### config.mk
export PLATFORM = sky130hd
export DESIGN_NAME = bm_xor_engine
export DESIGN_NICKNAME = d
export VERILOG_FILES = /design/src/rtl/bm_xor_engine_pkg.sv /design/src/rtl/bm_xor_row.sv /design/src/rtl/bm_xor_engine.sv
export SDC_FILE = /design/constraint.sdc
export NUM_CORES = 1
export LEC_CHECK = 0
export CAP_MARGIN = 20
export CELL_PAD_IN_SITES_DETAIL_PLACEMENT = 1
export CELL_PAD_IN_SITES_GLOBAL_PLACEMENT = 2
export CORE_MARGIN = 8
export CORE_UTILIZATION = 30
export CTS_CLUSTER_DIAMETER = 60
export CTS_CLUSTER_SIZE = 12
export DETAILED_ROUTE_END_ITERATION = 12
export GPL_TIMING_DRIVEN = 0
export PLACE_DENSITY = 0.74
export SYNTH_ARGS = -nofsm -noshare
export SYNTH_HDL_FRONTEND = slang
export SYNTH_SLANG_ARGS = --single-unit
### constraint.sdc
create_clock -name clk -period 6.92 [get_ports clk]
set_input_delay 1.384 -clock clk [delete_from_list [all_inputs] [get_ports clk]]
set_output_delay 1.384 -clock clk [all_outputs]
set_load 0.01 [all_outputs]
### src/rtl/bm_xor_engine_pkg.sv
// Widths and index helpers shared by the bit-matrix XOR engine and its row reducer.
// Edit the geometry here; every other file derives from these values.
package bm_xor_engine_pkg;

  localparam int K_MAX         = 4;
  localparam int M_MAX         = 4;
  localparam int W             = 4;
  localparam int PACKET_LENGTH = 2;

  localparam int ROW_W = K_MAX * W;
  localparam int ROWS  = M_MAX * W;
  localparam int IN_W  = ROW_W * PACKET_LENGTH;
  localparam int OUT_W = ROWS * PACKET_LENGTH;

  localparam int K_IDX_W   = $clog2(K_MAX + 1);
  localparam int M_IDX_W   = $clog2(M_MAX + 1);
  localparam int ROW_IDX_W = $clog2(ROWS);

  function automatic int sub_idx(input int k, input int j);
    return (k * W + j) * PACKET_LENGTH;
  endfunction

  function automatic int row_idx(input int m, input int wi);
    return m * W + wi;
  endfunction

endpackage

### src/rtl/bm_xor_row.sv
// One bit-matrix row: XOR of every enabled, selected data sub-packet.
// Purely combinational, no latency, no flow control.
module bm_xor_row
  import bm_xor_engine_pkg::*;
(
  input  logic [ROW_W-1:0]         i_row,
  input  logic [ROW_W-1:0]         i_ch_en,
  input  logic [IN_W-1:0]          i_data,
  output logic [PACKET_LENGTH-1:0] o_par
);

  always_comb begin
    o_par = '0;
    for (int k = 0; k < K_MAX; k++) begin
      for (int j = 0; j < W; j++) begin
        if (i_row[k*W+j] && i_ch_en[k*W+j]) begin
          o_par = o_par ^ i_data[sub_idx(k, j) +: PACKET_LENGTH];
        end
      end
    end
  end

endmodule

### src/rtl/bm_xor_engine.sv
// GF(2) bit-matrix encoder with runtime K/M; two register stages, one beat per cycle.
// valid/ready backpressure holds up to two beats; config writes only land while idle.
module bm_xor_engine
  import bm_xor_engine_pkg::*;
(
  input  logic                 clk,
  input  logic                 rst_n,
  input  logic                 cfg_wr,
  input  logic [ROW_IDX_W-1:0] cfg_row,
  input  logic [ROW_W-1:0]     cfg_data,
  input  logic                 cfg_dims_wr,
  input  logic [K_IDX_W-1:0]   cfg_k,
  input  logic [M_IDX_W-1:0]   cfg_m,
  output logic                 cfg_err,
  input  logic                 in_valid,
  output logic                 in_ready,
  input  logic [IN_W-1:0]      in_data,
  output logic                 out_valid,
  input  logic                 out_ready,
  output logic [OUT_W-1:0]     out_data,
  output logic [M_MAX-1:0]     out_mask,
  output logic                 busy,
  output logic [15:0]          beat_cnt
);

  logic [ROW_W-1:0]   r_bm [ROWS];
  logic [K_IDX_W-1:0] r_k_act;
  logic [M_IDX_W-1:0] r_m_act;
  logic               r_s1_vld;
  logic [IN_W-1:0]    r_s1_dat;
  logic               r_out_vld;
  logic [OUT_W-1:0]   r_out_dat;
  logic [M_MAX-1:0]   r_out_mask;
  logic               r_cfg_err;
  logic [15:0]        r_beat_cnt;

  logic               w_busy;
  logic               w_cfg_req;
  logic               w_cfg_idle;
  logic               w_row_ok;
  logic               w_dims_ok;
  logic               w_bm_we;
  logic               w_dims_we;
  logic               w_cfg_rej;
  logic               w_s2_can_load;
  logic               w_in_rdy;
  logic               w_in_hs;
  logic               w_out_hs;
  logic [ROW_W-1:0]   w_ch_en;
  logic [M_MAX-1:0]   w_m_en;
  logic [OUT_W-1:0]   w_par;

  assign w_busy        = r_s1_vld || r_out_vld;
  assign w_cfg_req     = cfg_wr || cfg_dims_wr;
  assign w_cfg_idle    = !w_busy && !in_valid;
  assign w_row_ok      = {1'b0, cfg_row} < (ROW_IDX_W+1)'(ROWS);
  assign w_dims_ok     = (cfg_k != '0) && (cfg_k <= K_IDX_W'(K_MAX)) &&
                         (cfg_m != '0) && (cfg_m <= M_IDX_W'(M_MAX));
  assign w_bm_we       = cfg_wr && w_cfg_idle && w_row_ok;
  assign w_dims_we     = cfg_dims_wr && w_cfg_idle && w_dims_ok;
  assign w_cfg_rej     = (cfg_wr && !(w_cfg_idle && w_row_ok)) ||
                         (cfg_dims_wr && !(w_cfg_idle && w_dims_ok));

  // A pending config write steals the input port so it can never race a new beat.
  assign w_s2_can_load = !r_out_vld || out_ready;
  assign w_in_rdy      = !w_cfg_req && (!r_s1_vld || w_s2_can_load);
  assign w_in_hs       = in_valid && w_in_rdy;
  assign w_out_hs      = r_out_vld && out_ready;

  for (genvar gk = 0; gk < K_MAX; gk++) begin : g_ch_en
    assign w_ch_en[gk*W +: W] = {W{K_IDX_W'(gk) < r_k_act}};
  end

  for (genvar gm = 0; gm < M_MAX; gm++) begin : g_par_m
    assign w_m_en[gm] = M_IDX_W'(gm) < r_m_act;
    for (genvar gw = 0; gw < W; gw++) begin : g_par_w
      logic [PACKET_LENGTH-1:0] w_row_par;
      bm_xor_row u_row (
        .i_row   (r_bm[row_idx(gm, gw)]),
        .i_ch_en (w_ch_en),
        .i_data  (r_s1_dat),
        .o_par   (w_row_par)
      );
      assign w_par[row_idx(gm, gw)*PACKET_LENGTH +: PACKET_LENGTH] =
        w_m_en[gm] ? w_row_par : '0;
    end
  end

  always_ff @(posedge clk or negedge rst_n) begin
    if (!rst_n) begin
      for (int r = 0; r < ROWS; r++) r_bm[r] <= '0;
      r_k_act   <= K_IDX_W'(K_MAX);
      r_m_act   <= M_IDX_W'(M_MAX);
      r_cfg_err <= 1'b0;
    end else begin
      if (w_bm_we) r_bm[cfg_row] <= cfg_data;
      if (w_dims_we) begin
        r_k_act <= cfg_k;
        r_m_act <= cfg_m;
      end
      r_cfg_err <= w_cfg_rej;
    end
  end

  always_ff @(posedge clk or negedge rst_n) begin
    if (!rst_n) begin
      r_s1_vld   <= 1'b0;
      r_s1_dat   <= '0;
      r_out_vld  <= 1'b0;
      r_out_dat  <= '0;
      r_out_mask <= '0;
      r_beat_cnt <= '0;
    end else begin
      if (w_in_hs) begin
        r_s1_vld <= 1'b1;
        r_s1_dat <= in_data;
      end else if (w_s2_can_load) begin
        r_s1_vld <= 1'b0;
      end
      // Parity is captured from the current bm/dims; config can't change while a beat is in flight.
      if (w_s2_can_load) begin
        r_out_vld <= r_s1_vld;
        if (r_s1_vld) begin
          r_out_dat  <= w_par;
          r_out_mask <= w_m_en;
        end
      end
      if (w_out_hs) r_beat_cnt <= r_beat_cnt + 16'd1;
    end
  end

  assign cfg_err   = r_cfg_err;
  assign in_ready  = w_in_rdy;
  assign out_valid = r_out_vld;
  assign out_data  = r_out_dat;
  assign out_mask  = r_out_mask;
  assign busy      = w_busy;
  assign beat_cnt  = r_beat_cnt;

endmodule

==> results of run 1 <==
==> layout by cell type (no fill, tap or decap), drive strengths merged, types with 2 or more instances in the layout <==
master         count
nand2            569
dfrtp            347
xnor2            344
mux2             295
clkbuf           126
clkdlybuf4s50    116
xor2              93
nor2              73
buf               65
nand3             59
o21ai             27
a21oi             24
xnor3             20
a22oi             10
inv                9
a211oi             8
nand4              7
a31oi              7
bufinv             7
o31ai              7
nor2b              6
clkinvlp           4
nor3b              4
clkinv             4
nand2b             3
or3                3
and3               3
and2               3
o211ai             3
a32oi              3
or2                3
and4               2
a21o               2
o22ai              2
a32o               2
nand4bb            2
a22o               2
dfstp              2
==> power by group through the flow <==
stage / clock [W] / combinational, W / sequential [W]
detailed placement: 0 / 0.00386 / 0.00285
CTS: 0.00250 / 0.00389 / 0.00281
finish: 0.00245 / 0.00391 / 0.00282
global route: 0.00257 / 0.00412 / 0.00287
global placement: 0 / 0.00380 / 0.00283
floorplan: 0 / 0.00234 / 0.00277
==> critical path, delay by kind of cell <==
kind / cells / cell delay (ns)
compound gates: 1 / 0.38
buf+inv: 2 / 1.19
==> kinds of logic after synthesis <==
family	count (synthesis)	synth area share [%]
adder cells (fa/ha/maj)	1	0.0605
buffers and inverters	136	3.00
flip-flops	349	42.2
XOR/XNOR	458	20.8
AO/OA/AOI/OAI	104	3.19
AND/OR/NAND/NOR	741	14.7
multiplexers	295	16.1
==> metal layers <==
| layer | vias to the layer above | part of all wire [%] | global-route usage [%] | routed length [um] |
|---|---|---|---|---|
| met5 | - | 0 | 0 | 0 |
| met4 | 0 | 4.5 | 8.20 | 3770 |
| met3 | 137 | 4.7 | 2.78 | 3910 |
| met2 | 455 | 47 | 34.6 | 38700 |
| met1 | 8405 | 44 | 27.8 | 36500 |
| li1 | 7139 | - | - | - |
==> state kept, by name, summed over array words and instances (netlist names) <==
register and count:
r_s1_vld 1, out_valid 1, r_k_act 3, beat_cnt 16, cfg_err 1, out_data 32
r_bm 256, r_m_act 3, out_mask 4, r_s1_dat 32
==> path summary, 6_finish.rpt <==
path,start,to,slack [ns],depth (start not counted)
min in group asynchronous,rst_n,r_s1_dat[30],0.64,1
worst min register to register,beat_cnt[15],beat_cnt[15],0.47,1
worst max register to register,r_k_act[2],out_data[30],3.25,8
worst min-delay path,beat_cnt[15],beat_cnt[15],0.47,1
max in group asynchronous,rst_n,out_mask[1],4.92,3
worst max-delay path,cfg_wr,in_ready,2.59,3
==> area by class of cell <==
class	instances	area, um^2
Clock inverter	21	330
Timing Repair Buffer	122	1280
Buffer	133	609
Sequential cell	349	8740
Antenna cell	1	2.50
Inverter	3	11.3
Clock buffer	52	1150
Tap cell	882	1100
Fill cell	7725	43900
Multi-Input combinational cell	1599	11300
==> through the flow <==
stage	setup slack, ns	hold WS (ns)	setup TNS [ns]
after floorplan	3.70	0.502	0
after global placement	-11.88	0.457	-4126.21
after detailed placement	2.57	0.462	0
after CTS	2.54	0.471	0
after global routing	2.52	0.480	0
final	2.59	0.466	0
==> results by group, run 1 <==
STA
  – Slew margin rel.: 23.1%
  – Skew final: 0.0264 ns
  – Slew @ Worst Pin: 1.15 ns
  – Tcrit/Tclk final: 62.6%
  – Min Tclk post-route: 4.33 ns
  – Fin. max-slew vios: 0
  – Fmax: 231 MHz
  – Final hold vios: 0
  – Unrepaired setup endpoints after global routing: no
  – Final setup fails: 0

Synth
  – Yosys top cell area share: 42.0%
  – Register area share after synthesis: 42.2%
  – Ys async rst share: 100%
  – Synth area leaders: dfrtp_1 (42%), mux2_2 (16%), xnor2_1 (15%)
  – Post-synthesis cell count: 2084
  – Synthesized area per cell: 9.93 um^2
  – Distinct cells, synth: 57
  – Synth warnings: 0
  – Mapped Nets: 2149
  – Post-Syn Area: 20700 um^2
  – Post-synth EDFFs: 0
  – Synth area leader: dfrtp_1
  – Top cells by count, synth: nand2_1 (566), dfrtp_1 (347), xnor2_1 (344), mux2_2 (295), xor2_1 (93)
  – Cell with the most instances after synthesis: nand2_1
  – #FFs+latches synth: 349
  – Top FF cell, synth: dfrtp_1

Global route
  – Vias in the first global route: 17300
  – GRT overflow: 0
  – Initial antenna violation count: 1
  – First-pass GRT wire length: 120000 um
  – GRT Overall Usage: 21.0%
  – Largest net degree at the start of global routing: 114

Route
  – Remaining antenna violation count: 0
  – Wirelength per Cell: 26.2 um
  – Starting DRC count in detailed routing: 1028
  – Routed via count: 16100
  – Drt pass-1 iters: 5
  – Drt drc: 0
  – Final wirelength: 82900 um
  – Vias per cell: 5.10

Clock tree
  – Clock Latency Late Sink: 0.59 ns
  – Cts repair resizes: 0
  – CTS tree: built
  – # H-tree levels: 2
  – Hold-fix buffers, CTS: 0
  – CTS Root Cell: clkbuf_16
  – Clock Pin Slew Worst Setup and Hold Paths: 0.05 ns
  – Clk buf depth: 3
  – # clock sinks: 349
  – CTS Buf Count: 43
  – Post CTS Setup Buffer Count: 0

Cells and area
  – Fin nets: 2316
  – Layout area overhead: 18.7%
  – Final instance area: 24600 um^2
  – Finished Core Util: 35.9%
  – Final Non-Filler Cells: 3162
  – Layout cells sized above 1: 18.9%

Die
  – Row cnt: 96
  – Die Ht: 279 um
  – Total Die Area: 77600 um^2
  – Io pins: 120
  – Width of the die: 279 um
  – Initial Util: 30.2%
  – Core box area: 68500 um^2

Power and ir drop
  – Sw Ratio: 39.7%
  – Psw: 0.00364 W
  – Share of power burned in the clock network: 26.7%
  – Comb pwr share: 42.6%
  – Leak: 10.1 nW
  – PD cells: 373 nW/um^2
  – P_int: 0.00553 W
  – Seq pwr share: 30.7%
  – VDD IR max: 0.000144 V
  – Total power: 0.00917 W

Placement
  – Placed Cells: 3087
  – Post-DP HPWL: 61200 um
  – Routability cong.: 0.905
  – IO buf count: 117
  – Placed cell areas: 23100 um^2

Setup path
  – Worst setup SP type: primary input
  – Biggest fanout along the worst timing path: 4
  – Worst EP required: 5.54 ns
  – Critical path cell sequence: clkdlybuf4s50_1 -> a211oi_1 -> clkdlybuf4s50_1
  – CP max-delay cell: clkdlybuf4s50_1
  – Worst EP arrival: 2.95 ns
  – CP max stage delay: 0.61 ns
  – Worst path most repeated cell: clkdlybuf4s50_1
  – Worst setup EP type: primary output
  – Crit path kind: primary input to primary output

Flow run
  – Max cap viols: 0

Min path
  – Min-Delay Path Class: register to register

Outcome
  – Run status: finished clean
Note: power is estimated with default switching activity, not from simulation.
==> inputs of run 2 (changes only) <==
--- a/config.mk
+++ b/config.mk
@@ -14,7 +14,7 @@
 export CTS_CLUSTER_SIZE = 12
 export DETAILED_ROUTE_END_ITERATION = 12
 export GPL_TIMING_DRIVEN = 0
-export PLACE_DENSITY = 0.74
+export PLACE_DENSITY = 0.77
 export SYNTH_ARGS = -nofsm -noshare
 export SYNTH_HDL_FRONTEND = slang
 export SYNTH_SLANG_ARGS = --single-unit
==> constraint.sdc (replaced) <==
create_clock -name clk -period 3.6 [get_ports clk]
set_input_delay 0.72 -clock clk [delete_from_list [all_inputs] [get_ports clk]]
set_output_delay 0.72 -clock clk [all_outputs]
set_load 0.01 [all_outputs]
==> run 2 against run 1 <==
Flip-flop and latch count stayed put. Power is 90% higher. Die area unchanged. Sequential power grew 92%. Routed wire length shrank 2.1%. Sequential share of layout area grew 0.12 points. Register-to-register slack lost 3.1 ns. First-iteration DRC count rose by 5.2%.
==> results by group, run 2 (same netlist as run 1, synthesis figures left out) <==
Setup path
  – Crit path max-delay family: XOR/XNOR gates (was buffers and inverters)
  – Worst EP arrival: 3.88 ns (was 2.95 ns)
  – R2R Path End: out_data[1] (was out_data[30])
  – Buffers & Inverters on Critical Path: 2 (unchanged)
  – Biggest fanout along the worst timing path: 10 (was 4)
  – CP max-delay cell: clkbuf_1 (was clkdlybuf4s50_1)
  – Worst EP required: 4.05 ns (was 5.54 ns)
  – CP max stage delay: 0.74 ns (was 0.61 ns)
  – Reg-to-reg startpoint: r_s1_dat[7] (was r_k_act[2])
  – Worst setup EP type: register (was primary output)
  – CP startpoint: r_s1_dat[7] (was cfg_wr)
  – Crit path kind: register to register (was primary input to primary output)
  – R2r setup slk: 0.17 ns (was 3.25 ns)
  – Worst setup SP type: register (was primary input)
  – R2R depth: 9 (was 8)
  – Critical path cell sequence: clkbuf_1 -> clkbuf_1 -> nand2_1 -> xnor2_1 -> xnor2_1 -> nor2_1 -> xnor2_1 -> xnor2_1 -> o21ai_0 (was clkdlybuf4s50_1 -> a211oi_1 -> clkdlybuf4s50_1)
  – Worst path most repeated cell: xnor2_1 (was clkdlybuf4s50_1)

Die
  – Die Ht: 279 um (unchanged)
  – Core box area: 68500 um^2 (unchanged)
  – Row cnt: 96 (unchanged)
  – Width of the die: 279 um (unchanged)
  – Total Die Area: 77600 um^2 (unchanged)
  – Initial Util: 30.2% (unchanged)
  – Io pins: 120 (unchanged)

Power and ir drop
  – VDD IR max: 0.000323 V (was 0.000144 V)
  – Leak: 10.0 nW (was 10.1 nW)
  – Total power: 0.0174 W (was 0.00917 W)
  – PD cells: 710 nW/um^2 (was 373 nW/um^2)

Global route
  – GRT overflow: 0 (unchanged)
  – Layer with the highest usage: met2 (unchanged)
  – Grt met1 use: 27.3% (was 27.8%)
  – Met2 Track Usage GR: 34.2% (was 34.6%)
  – Grt met3 use: 2.85% (was 2.78%)
  – Vias in the first global route: 17300 (about the same)
  – Largest net degree at the start of global routing: 99 (was 114)
  – Initial antenna violation count: 5 (was 1)
  – GRT Overall Usage: 20.7% (was 21.0%)
  – First-pass GRT wire length: 119000 um (was 120000 um)

STA
  – Tcrit/Tclk final: 95.2%
  – Slew @ Worst Pin: 1.10 ns (was 1.15 ns)
  – Min Tclk post-route: 3.43 ns
  – Sum Neg Setup Slack: 0 ns (unchanged)
  – Skew final: 0.0266 ns (was 0.0264 ns)
  – Fmax: 292 MHz
  – Fin. max-slew vios: 0 (unchanged)
  – Fin worst setup slack: 0.173 ns (was 2.59 ns)
  – Final hold vios: 0 (unchanged)
  – Final setup fails: 0 (unchanged)
  – Unrepaired setup endpoints after global routing: no (unchanged)
  – Slew margin rel.: 26.7% (was 23.1%)

Placement
  – Pre-CTS WS: -0.109 ns (was 2.57 ns)
  – IO buf count: 117 (unchanged)
  – Post-DP HPWL: 60700 um (was 61200 um)
  – Routability cong.: 0.907 (was 0.905)

Clock tree
  – Cts repair resizes: 0 (unchanged)
  – # clock sinks: 349 (unchanged)
  – CTS Root Cell: clkbuf_16 (unchanged)
  – Clock Latency Late Sink: 0.58 ns (was 0.59 ns)
  – CTS tree: built (unchanged)
  – # H-tree levels: 2 (unchanged)
  – Hold-fix buffers, CTS: 0 (unchanged)
  – Post CTS Setup Buffer Count: 0 (unchanged)
  – CTS Buf Count: 42 (was 43)
  – Clock Pin Slew Worst Setup and Hold Paths: 0.06 ns (was 0.05 ns)
  – Clk buf depth: 3 (unchanged)

Route
  – Starting DRC count in detailed routing: 1081 (was 1028)
  – Routed via count: 16000 (was 16100)
  – Wirelength per Cell: 25.7 um (was 26.2 um)
  – Drt drc: 0 (unchanged)
  – Remaining antenna violation count: 0 (unchanged)
  – Final wirelength: 81100 um (was 82900 um)
  – Vias per cell: 5.07 (was 5.10)
  – Drt pass-1 iters: 7 (was 5)

Outcome
  – Run status: finished clean (unchanged)

Cells and area
  – Layout cells sized above 1: 18.9% (about the same)
  – Area of the multi-input gates: 11300 um^2 (unchanged)
  – Fin nets: 2315 (was 2316)
  – Largest Register: r_bm (unchanged)
  – Antenna cells: 0 (was 1)
  – Leading cell types in the layout, fill and taps excluded: nand2_1 (566), dfrtp_1 (347), xnor2_1 (344), mux2_2 (295), clkdlybuf4s50_1 (116) (unchanged)
  – Max FFs per register: 256 (unchanged)
  – Layout area overhead: 18.3% (was 18.7%)
  – Commonest non-fill, non-tap cell in the layout: nand2_1 (unchanged)
  – Register Area: 8740 um^2 (unchanged)
  – Layout filler cell count: 7700 (was 7725)

Min path
  – Min-Delay Path Class: primary input to async pin (was register to register)

Flow run
  – Max cap viols: 0 (unchanged)
==> run 2: changes by cell type in the layout (fill, tap and decap cells not counted), moves of 2 or more <==
cell,before,now
bufinv_16,7,5
clkbuf_8,2,4
clkinv_2,2,4
clkinv_4,1,3
inv_6,5,3
==> run 2: metal layers <==
| metal | vias up | part of all wire, % |
|---|---|---|
| met4 | 2 | 3.9 |
| met5 | - | 0.016 |
| met1 | 8326 | 43 |
| met2 | 448 | 47 |
| met3 | 123 | 5.4 |
| li1 | 7117 | - |
==> run 2: report_power, final <==
part,leakage (nW),switching [W],internal [W]
registers,4.51,0.000664,0.00474
logic,4.84,0.00442,0.00309
clock network,0.679,0.00184,0.00264
==> run 2: metrics by stage <==
step                std cells  hold WS, ns  util (%)  instance area (um^2)
floorplan                2084        0.424         -                 20700
global placement         3083        0.462      33.5                 23000
detailed placement       3088        0.470      33.7                 23100
CTS                      3160        0.150      35.8                 24500
global route             3160        0.181      35.8                 24500
finish                   3160        0.136      35.8                 24500
==> run 2: worst max path at each step <==
stage / to / cells after the start / slack [ns]
floorplan: r_bm[213] / 8 / 1.25
global placement: r_s1_dat[4] / 1 / -14.31
detailed placement: r_bm[10] / 6 / -0.11
CTS: out_data[14] / 8 / 0.07
global route: out_data[7] / 9 / 0.08
finish: out_data[1] / 9 / 0.17
==> run 2: cell type report <==
| cell class | count | area share (%) |
|---|---|---|
| clock inverters | 19 | 1.03 |
| flip-flops and latches | 349 | 35.7 |
| repair buffers | 122 | 5.20 |
| clock buffers | 53 | 4.71 |
| plain buffers | 133 | 2.49 |
| multi-input cells | 1599 | 46.3 |
| well taps | 882 | 4.51 |
| inverters | 3 | 0.0460 |
==> run 2: worst register-to-register path, stage by stage (launching register included) <==
cell and delay, ns:
dfrtp_1 0.33, clkbuf_1 0.46, clkbuf_1 0.74, nand2_1 0.17
xnor2_1 0.20, xnor2_1 0.43, nor2_1 0.17, xnor2_1 0.47
xnor2_1 0.23, o21ai_0 0.12
==> inputs of run 3 (changes only) <==
--- a/config.mk
+++ b/config.mk
@@ -5,13 +5,12 @@
 export SDC_FILE = /design/constraint.sdc
 export NUM_CORES = 1
 export LEC_CHECK = 0
-export CAP_MARGIN = 20
+export CAP_MARGIN = 0
 export CELL_PAD_IN_SITES_DETAIL_PLACEMENT = 1
 export CELL_PAD_IN_SITES_GLOBAL_PLACEMENT = 2
 export CORE_MARGIN = 8
 export CORE_UTILIZATION = 30
 export CTS_CLUSTER_DIAMETER = 60
-export CTS_CLUSTER_SIZE = 12
 export DETAILED_ROUTE_END_ITERATION = 12
 export GPL_TIMING_DRIVEN = 0
 export PLACE_DENSITY = 0.77
==> run 3 against run 2 <==
The flow now finishes with violations (capacitance limit, slew limit). Clock-buffer cell count rose by 19. Critical path type unchanged. Die area did not move. Via count fell by 0.11%.
==> results by group, run 3 (same netlist as run 1, synthesis figures left out) <==
Outcome
  – Run status: finished, violations left (was finished clean)
  – Failing checks: capacitance limit, slew limit

Power and ir drop
  – VDD IR max: 0.000336 V (was 0.000323 V)
  – Sw Ratio: 39.1% (was 39.8%)
  – Share of power burned in the clock network: 27.5% (was 25.7%)
  – Psw: 0.00698 W (was 0.00692 W)
  – PD cells: 722 nW/um^2 (was 710 nW/um^2)
  – Leak: 10.1 nW (was 10.0 nW)
  – Comb pwr share: 42.1% (was 43.2%)
  – Seq pwr share: 30.4% (was 31.1%)
  – P_int: 0.0109 W (was 0.0105 W)

Route
  – Remaining antenna violation count: 0 (unchanged)
  – Vias per cell: 5.04 (was 5.07)
  – Starting DRC count in detailed routing: 1117 (was 1081)
  – Drt pass-1 iters: 6 (was 7)
  – Final wirelength: 81200 um (was 81100 um)
  – Wirelength per Cell: 25.6 um (was 25.7 um)
  – Drt drc: 0 (unchanged)
  – Routed via count: 16000 (about the same)

Die
  – Core box area: 68500 um^2 (unchanged)
  – Total Die Area: 77600 um^2 (unchanged)
  – Width of the die: 279 um (unchanged)
  – Row cnt: 96 (unchanged)
  – Initial Util: 30.2% (unchanged)
  – Die Ht: 279 um (unchanged)
  – Io pins: 120 (unchanged)

Setup path
  – Worst EP required: 4.01 ns (was 4.05 ns)
  – Worst setup EP type: register (unchanged)
  – Crit path kind: register to register (unchanged)
  – Reg-to-reg startpoint: r_k_act[2] (was r_s1_dat[7])
  – CP startpoint: r_k_act[2] (was r_s1_dat[7])
  – R2r setup slk: 0.13 ns (was 0.17 ns)
  – Biggest fanout along the worst timing path: 10 (unchanged)
  – Worst setup SP type: register (unchanged)
  – Worst EP arrival: 3.88 ns (about the same)

Global route
  – First-pass GRT wire length: 119000 um (about the same)
  – Grt met3 use: 2.70% (was 2.85%)
  – Met2 Track Usage GR: 33.8% (was 34.2%)
  – Grt met1 use: 27.6% (was 27.3%)
  – Layer with the highest usage: met2 (unchanged)
  – GRT Overall Usage: 20.7% (about the same)
  – Initial antenna violation count: 2 (was 5)
  – GRT overflow: 0 (unchanged)
  – Largest net degree at the start of global routing: 99 (unchanged)
  – Vias in the first global route: 17200 (was 17300)

Placement
  – Pre-CTS WS: -0.0710 ns (was -0.109 ns)
  – Placed Cells: 3087 (was 3088)
  – Routability cong.: 0.907 (unchanged)
  – Post-DP HPWL: 60700 um (about the same)
  – IO buf count: 117 (unchanged)

STA
  – Final hold vios: 0 (unchanged)
  – Fin worst setup slack: 0.131 ns (was 0.173 ns)
  – Tcrit/Tclk final: 96.4% (was 95.2%)
  – Slew @ Worst Pin: 1.54 ns (was 1.10 ns)
  – Slew margin rel.: -3.56% (was 26.7%)
  – Final setup fails: 0 (unchanged)
  – Fmax: 288 MHz (was 292 MHz)
  – Skew final: 0.0249 ns (was 0.0266 ns)
  – Min Tclk post-route: 3.47 ns (was 3.43 ns)
  – Fin. max-slew vios: 11 (was 0)

Clock tree
  – Clock Pin Slew Worst Setup and Hold Paths: 0.06 ns (about the same)
  – Hold-fix buffers, CTS: 0 (unchanged)
  – Clock Latency Late Sink: 0.59 ns (was 0.58 ns)
  – # H-tree levels: 2 (unchanged)
  – Clk buf depth: 3 (unchanged)
  – Post CTS Setup Buffer Count: 0 (unchanged)
  – CTS Root Cell: clkbuf_16 (unchanged)
  – CTS Buf Count: 47 (was 42)
  – CTS tree: built (unchanged)
  – Cts repair resizes: 1 (was 0)
  – # clock sinks: 349 (unchanged)

Cells and area
  – Antenna cells: 0 (unchanged)
  – Commonest non-fill, non-tap cell in the layout: nand2_1 (unchanged)
  – Finished Core Util: 36.1% (was 35.8%)
  – Largest Register: r_bm (unchanged)
  – Leading cell types in the layout, fill and taps excluded: nand2_1 (566), dfrtp_1 (347), xnor2_1 (344), mux2_2 (295), clkdlybuf4s50_1 (116) (unchanged)
  – Layout area overhead: 19.3% (was 18.3%)
  – Max FFs per register: 256 (unchanged)
  – Layout cells sized above 1: 19.1% (was 18.9%)
  – Final Non-Filler Cells: 3174 (was 3160)
  – Fin nets: 2319 (was 2315)

Flow run
  – Max cap viols: 1 (was 0)

Min path
  – Min-Delay Path Class: primary input to async pin (unchanged)
run 3: cell types whose count changed in the layout (fill, tap and decap cells not counted), sizes merged:
cell | before | now
clkbuf | 128 | 146
clkinvlp | 4 | 2
clkinv | 7 | 6
inv | 6 | 5
run 3: worst paths after layout:
| path | end | cells after the start |
|---|---|---|
| setup / recovery | out_data[14] | 8 |
| hold / removal | r_s1_dat[25] | 1 |
| setup reg to reg | out_data[14] | 8 |
| hold reg to reg | beat_cnt[15] | 1 |
| max in group asynchronous | r_bm[146] | 3 |
| min in group clk | beat_cnt[15] | 1 |
run 3: per-stage QoR:
step / cell area, um^2 / total power [W] / hold slack (ns) / setup TNS (ns)
6_report: 24700 / 0.0178 / 0.128 / 0
5_1_grt: 24700 / 0.0186 / 0.163 / -0.00344
2_1_floorplan: 20700 / 0.00983 / 0.424 / 0
3_5_place_dp: 23100 / 0.0129 / 0.475 / -0.539
3_3_place_gp: 23000 / 0.0127 / 0.462 / -4974.93
4_1_cts: 24700 / 0.0179 / 0.132 / 0
run 3: critical path, cell delays in order, from the launching register on:
cell and delay (ns):
dfstp_2 0.51, buf_2 0.24, buf_2 0.28, buf_2 0.32, buf_1 0.62, buf_2 0.43, a22oi_1 0.26, xnor2_1 0.45
o21ai_0 0.14
run 3: metal layers:
metal	share of wire, %	vias to the layer above
met1	44	8292
li1	-	7131
met2	47	430
met4	4.1	0
met5	0	-
met3	4.9	146
run 3: area by class of cell:
| type | instances | area, um^2 |
|---|---|---|
| Multi-Input combinational cell | 1599 | 11300 |
| Buffer | 133 | 611 |
| Sequential cell | 349 | 8740 |
| Tap cell | 882 | 1100 |
| Inverter | 3 | 11.3 |
| Timing Repair Buffer | 121 | 1270 |
| Fill cell | 7685 | 43800 |
| Clock inverter | 15 | 230 |
| Clock buffer | 72 | 1390 |
run 3: power groups by stage:
stage / Sequential, W / Clock (W) / Combinational (W)
after floorplan: 0.00532 / 0 / 0.00450
after global placement: 0.00542 / 0 / 0.00730
after detailed placement: 0.00547 / 0 / 0.00743
after CTS: 0.00541 / 0.00501 / 0.00748
after global routing: 0.00552 / 0.00515 / 0.00792
final: 0.00542 / 0.00491 / 0.00751
